<file path="config.mk">
export PLATFORM = sky130hd
export DESIGN_NAME = sd_clk_gen
export DESIGN_NICKNAME = d
export VERILOG_FILES = /design/src/rtl/sd_clk_gen.sv
export SDC_FILE = /design/constraint.sdc
export NUM_CORES = 1
export LEC_CHECK = 0
export ABC_CLOCK_PERIOD_IN_PS = 3900
export BUFFER_PORTS_ARGS = -buffer_cell sky130_fd_sc_hd__buf_2
export CORE_MARGIN = 3
export CORE_UTILIZATION = 60
export DETAILED_ROUTE_END_ITERATION = 6
export GPL_TIMING_DRIVEN = 0
export PLACE_DENSITY = 0.79
export SLEW_MARGIN = 15
export SYNTH_ARGS = -nofsm -noshare
export SYNTH_HDL_FRONTEND = slang
export SYNTH_SLANG_ARGS = --single-unit
</file>
<file path="constraint.sdc">
create_clock -name clk_i -period 3.9 [get_ports clk_i]
set_clock_uncertainty 0.05 [all_clocks]
set_input_delay 0.39 -clock clk_i [delete_from_list [all_inputs] [get_ports clk_i]]
set_output_delay 0.39 -clock clk_i [all_outputs]
set_load 0.005 [all_outputs]
</file>
<file path="src/rtl/sd_clk_gen.sv">
// SDCLK generator: D1/D2 pairs for a SAME_EDGE ODDR, edge strobes and a stable flag; all outputs registered, one-cycle latency.
// No backpressure. Optional SDCLK_PAUSE_EN adds pause_i to park SDCLK low after the current high phase.
module sd_clk_gen #(
    parameter int                DIV_W      = 10,
    parameter logic [DIV_W-1:0]  DIV_RESET  = DIV_W'(128),
    parameter int                STABLE_CYC = 8
) (
    input  logic             clk_i,
    input  logic             rst_ni,
    input  logic             clk_en_i,
    input  logic [DIV_W-1:0] div_i,
    input  logic             div_load_i,
`ifdef SDCLK_PAUSE_EN
    input  logic             pause_i,
`endif
    output logic             oddr_d1_o,
    output logic             oddr_d2_o,
    output logic             oddr_ce_o,
    output logic             sd_rise_o,
    output logic             sd_fall_o,
    output logic             clk_stable_o
);

    localparam int SW = $clog2(STABLE_CYC + 1);
    localparam logic [SW-1:0] STAB_MAX = SW'(STABLE_CYC);

    typedef enum logic [2:0] {S_OFF, S_RUN, S_STOP, S_RELOAD, S_PAUSE} state_t;

    state_t           r_state, w_nx_state, w_exit_st;
    logic [DIV_W-1:0] r_cnt, w_nx_cnt, r_div_q, w_nx_div_q, r_div_pend;
    logic             r_level, w_nx_level, r_reload_req;
    logic             w_last, w_stop, w_start, w_pause;
    logic             w_run_nx, w_div0_nx, w_nx_d1, w_nx_d2;
    logic             r_d1, r_d2, r_ce, r_rise, r_fall, r_stable;
    logic [SW-1:0]    r_stab, w_stab_inc;

`ifdef SDCLK_PAUSE_EN
    assign w_pause = pause_i;
`else
    assign w_pause = 1'b0;
`endif

    assign w_last     = (r_cnt == r_div_q - DIV_W'(1));
    assign w_stop     = !clk_en_i || div_load_i || w_pause;
    assign w_stab_inc = (r_stab == STAB_MAX) ? r_stab : r_stab + SW'(1);

    // Where SDCLK goes once it is (or already was) parked low.
    always_comb begin
        w_exit_st = S_RELOAD;
        if (!clk_en_i)
            w_exit_st = S_OFF;
        else if (r_reload_req || div_load_i)
            w_exit_st = S_RELOAD;
        else if (w_pause)
            w_exit_st = S_PAUSE;
    end

    always_comb begin
        w_nx_state = r_state;
        w_nx_cnt   = r_cnt;
        w_nx_level = r_level;
        w_nx_div_q = r_div_q;
        w_start    = 1'b0;
        case (r_state)
            S_OFF: begin
                if (div_load_i)
                    w_nx_div_q = div_i;
                if (clk_en_i)
                    w_start = 1'b1;
            end
            S_RUN: begin
                if (r_div_q == '0) begin
                    if (w_stop)
                        w_nx_state = w_exit_st;
                end else if (w_stop && !(r_level && !w_last)) begin
                    // low phase, or high phase ending this cycle: stop at once
                    w_nx_state = w_exit_st;
                    w_nx_level = 1'b0;
                    w_nx_cnt   = '0;
                end else begin
                    if (w_last) begin
                        w_nx_level = !r_level;
                        w_nx_cnt   = '0;
                    end else begin
                        w_nx_cnt = r_cnt + DIV_W'(1);
                    end
                    if (w_stop)
                        w_nx_state = S_STOP;
                end
            end
            S_STOP: begin
                if (w_last) begin
                    w_nx_state = w_exit_st;
                    w_nx_level = 1'b0;
                    w_nx_cnt   = '0;
                end else begin
                    w_nx_cnt = r_cnt + DIV_W'(1);
                end
            end
            S_PAUSE: begin
                if (!clk_en_i || r_reload_req || div_load_i)
                    w_nx_state = w_exit_st;
                else if (!w_pause)
                    w_start = 1'b1;
            end
            S_RELOAD: begin
                w_nx_div_q = div_load_i ? div_i : r_div_pend;
                w_start    = 1'b1;
            end
            default: w_nx_state = S_OFF;
        endcase
        if (w_start) begin
            w_nx_state = S_RUN;
            w_nx_cnt   = '0;
            w_nx_level = 1'b1;
        end
    end

    assign w_run_nx  = (w_nx_state == S_RUN) || (w_nx_state == S_STOP);
    assign w_div0_nx = (w_nx_state == S_RUN) && (w_nx_div_q == '0);
    assign w_nx_d1   = w_div0_nx || (w_run_nx && w_nx_level);
    assign w_nx_d2   = !w_div0_nx && w_run_nx && w_nx_level;

    always_ff @(posedge clk_i or negedge rst_ni) begin
        if (!rst_ni) begin
            r_state      <= S_OFF;
            r_cnt        <= '0;
            r_level      <= 1'b0;
            r_div_q      <= DIV_RESET;
            r_div_pend   <= DIV_RESET;
            r_reload_req <= 1'b0;
            r_d1         <= 1'b0;
            r_d2         <= 1'b0;
            r_ce         <= 1'b0;
            r_rise       <= 1'b0;
            r_fall       <= 1'b0;
            r_stable     <= 1'b0;
            r_stab       <= '0;
        end else begin
            r_state      <= w_nx_state;
            r_cnt        <= w_nx_cnt;
            r_level      <= w_nx_level;
            r_div_q      <= w_nx_div_q;
            if (div_load_i)
                r_div_pend <= div_i;
            r_reload_req <= ((w_nx_state == S_STOP) || (w_nx_state == S_PAUSE)) &&
                            (r_reload_req || div_load_i);
            r_d1         <= w_nx_d1;
            r_d2         <= w_nx_d2;
            r_ce         <= 1'b1;
            r_rise       <= w_div0_nx || (w_run_nx && w_nx_d1 && !r_d1);
            r_fall       <= w_div0_nx || (w_run_nx && !w_nx_d1 && r_d1);
            // A pause holds the stable count; a stop or reload restarts it.
            if (!clk_en_i || div_load_i) begin
                r_stab   <= '0;
                r_stable <= 1'b0;
            end else if (r_state == S_RUN) begin
                r_stab   <= w_stab_inc;
                r_stable <= (w_stab_inc >= STAB_MAX);
            end else if ((r_state == S_OFF) || (r_state == S_RELOAD)) begin
                r_stab   <= '0;
                r_stable <= 1'b0;
            end
        end
    end

    assign oddr_d1_o    = r_d1;
    assign oddr_d2_o    = r_d2;
    assign oddr_ce_o    = r_ce;
    assign sd_rise_o    = r_rise;
    assign sd_fall_o    = r_fall;
    assign clk_stable_o = r_stable;

endmodule

</file>
==> impl_metrics.ini <==
[synthesis]
yosys_register_bits = 45
number_of_flops_mapped_to_enable_cells_by_yosys = 0
post_synth.cell_area_avg_um2 = 9.18
synth.area.top_cells = dfrtp_1 38%, mux2_2 4.0%, o21ai_0 3.4%
synth_cells = 308
yosysSeqAreaShare_pct = 39.9
synth_cell_types = 61
synth_top_cell_by_area = dfrtp_1
synth_simple_gate_area_share_pct = 22.1
ys.warnings.count = 0
synth.area.mux_share_pct = 3.98
yosys_most_used_dff = dfrtp_1
synth_top_family_by_area = compound AO/OA/AOI/OAI gates
synth-async-reset-ratio_pct = 100
mappedNetlistNets = 327
synth-compound-area-share_pct = 23.2
synth-adder-area-share_pct = 2.21
synth_top_area_share_pct = 38.1
netlist_area_mm2 = 0.00283
xor_xnor_fraction_of_synth_area_pct = 4.65

[cts]
htree_levels = 2
cts.sink_count = 45
cts-resized-gates = 0
post-cts-setup-buffer-count = 0
max-clock-path-buffers = 2
worstSkewPairLatency_ns = 0.29
clk_transition_reported_paths_ns = 0.08
cts-buffers-inserted = 5
cts_root_buf = clkbuf_8
holdBufCountCts = 0
tritoncts_clock_tree = built

[timing]
worst_pin_slew_ns = 1.15
layout_min_cycle_time_ns = 3.58
finalHoldViolCount = 0
timing.setup.tns_ns = 0
setup_violations = 0
slew_violations = 0
clock.fmax_mhz = 280
period_share_pct = 91.7
hold-worst-slack_ns = 0.185
grt_setup_unrepaired = no
max_slew_margin_pct = 22.5

[power]
combPwrFrac_pct = 48.8
power.net_switching_uw = 842
pwr_density_cell_mw_per_mm2 = 659
sequentialPowerShare_pct = 33.5
power.ir.vdd_worst_v = 0.000416
leakagePower_uw = 0.00129
clock_power_share_pct = 17.6
p_int_uw = 1200
power.switching_fraction_pct = 41.2

[floorplanning]
io-pin-count = 20
chip_height_um = 74.7
initial_core_util_pct = 63.6
die-area_mm2 = 0.00557
die_extent_in_x_um = 74.7
core_mm2 = 0.00444
row_count = 24

[route]
vias_per_cell = 6.30
pre_repair_dr_iteration_count = 4
drt-wirelength-per-cell_um = 16.4
route.antenna.remaining_nets = 0
drcViolationCount = 0
routed-via-count = 2440
detail_route.wirelength_um = 6360
first_iter_violations = 226

[layout]
multiInputGateArea_mm2 = 0.00160
layout-drive-gt1-share_pct = 17.9
register_area_mm2 = 0.00113
n_fill_cell = 369
finalNetCount = 353
syn2layout_area_growth_pct = 9.78
final_core_util_pct = 69.8
count_of_inserted_antenna_diode_cells = 0

[setup_path]
cp_cell_instances = inv_1, ha_1, or4b_4, o21a_1, o211ai_1, o221ai_2, nand2_1, ha_1, a31oi_1, o31a_1, a41oi_1, nand2_1, o32ai_1
cp_data_required_time_ns = 4.04
timing.critical_path.from_type = register
slowest_stage = or4b_4
critical_path.n_buffers_inverters = 1
max_fanout_on_critical_path = 8
worst_path_largest_cell_delay_ns = 0.53
critPathCaptureType = register
setup.worst_path.class = reg -> reg
arrival_ns = 3.72
critPathTopFamily = compound AO/OA/AOI/OAI gates

[status]
status = finished clean

[global_route]
number_of_global_route_vias_before_repair = 2299
grt_first_pass_wirelength_um = 10800
gr-total-overflow = 0
grt_usage_pct = 25.0
grt_antenna_before_repair = 0
maximum_number_of_pins_on_one_net_before_global_route_repair = 46

[placement]
buffer_ports.inserted = 19
dp.final_hpwl_um = 4590
gpl.final_weighted_congestion = 0.846

[worst_hold_path]
holdCritPathClass = in -> async

[flow_run]
max-cap-violations = 0
[cells in the final DEF (no fill, tap or decap), types with 9 or more instances in the layout]
master    count
dfrtp_1      43
buf_2        23
nor2_1       22
nand2_1      21
o21ai_0      19
a21oi_1      16
nand3_1      13
mux2_2       10
nor3_1       10
inv_1         9
clkbuf_1      9
xnor2_1       9
[routing by layer]
layer	GRT usage [%]	routed length (um)	up-vias	part of all wire (%)
met5	0	0	-	0
li1	-	-	1196	-
met1	35.9	3070	1169	48
met4	6.72	57	0	0.90
met2	39.3	2920	69	46
met3	4.14	315	6	5.0
[synthesized netlist by cell type, types with 3 or more instances]
library cell,n
and2_1,3
a22o_1,3
buf_2,4
xnor2_1,9
nor2_1,22
buf_1,5
o21ai_0,19
ha_1,5
nand4_1,3
nand3_1,13
nor2b_1,5
or3b_2,6
clkbuf_1,8
a21oi_1,16
nand2b_1,8
a211oi_1,8
nand2_1,21
or3_1,3
nor3_1,10
a221o_1,6
and3_1,4
a31oi_1,8
mux2_2,10
dfrtp_1,43
a22oi_1,3
xor2_1,6
a41oi_1,5
inv_1,9
[power groups by stage]
stage | registers (uW) | logic [uW] | clock network [uW]
2_1_floorplan | 665 | 767 | 0
3_3_place_gp | 691 | 955 | 0
3_5_place_dp | 693 | 977 | 0
4_1_cts | 685 | 986 | 372
5_1_grt | 704 | 1110 | 389
6_report | 686 | 998 | 360
[cell type report]
cell class | count | share of cell area, %
Clock inverter | 1 | 0.967
Buffer | 17 | 2.22
Tap cell | 52 | 2.10
Timing Repair Buffer | 19 | 3.06
Multi-Input combinational cell | 237 | 51.4
Clock buffer | 7 | 2.78
Sequential cell | 45 | 36.4
Inverter | 9 | 1.09
[flip-flops by register name, summed over array words and instances (netlist names), 3 cells and up]
| register | flops |
|---|---|
| r_cnt | 10 |
| r_div_pend | 10 |
| r_div_q | 10 |
| r_stab | 4 |
| r_state | 3 |
[path summary, 6_finish.rpt]
kind | start | end | slack, ns | cells past startpoint
setup / recovery | r_div_q[0] | sd_rise_o | 0.32 | 13
hold / removal | rst_ni | r_div_q[2] | 0.19 | 1
setup reg to reg | r_div_q[0] | sd_rise_o | 0.32 | 13
hold reg to reg | clk_stable_o | clk_stable_o | 0.43 | 2
max in group asynchronous | rst_ni | clk_stable_o | 3.01 | 1
min in group clk_i | div_i[9] | r_div_q[9] | 0.28 | 3
[through the flow]
| step | cells | total power (uW) | instance area [um^2] | setup slack (ns) |
|---|---|---|---|---|
| floorplan | 308 | 1430 | 2830 | 0.814 |
| global placement | 379 | 1650 | 2990 | 0.437 |
| detailed placement | 379 | 1670 | 2990 | 0.372 |
| CTS | 387 | 2040 | 3100 | 0.344 |
| global route | 387 | 2200 | 3100 | 0.0182 |
| finish | 387 | 2040 | 3100 | 0.325 |
[logic make-up after synthesis]
group	count (synthesis)
compound gates	92
flops	45
fa+ha+maj	5
mux	10
other cells	2
simple gates	113
xor+xnor	15
buf+inv	26
Power figures use the tool's default switching activity.
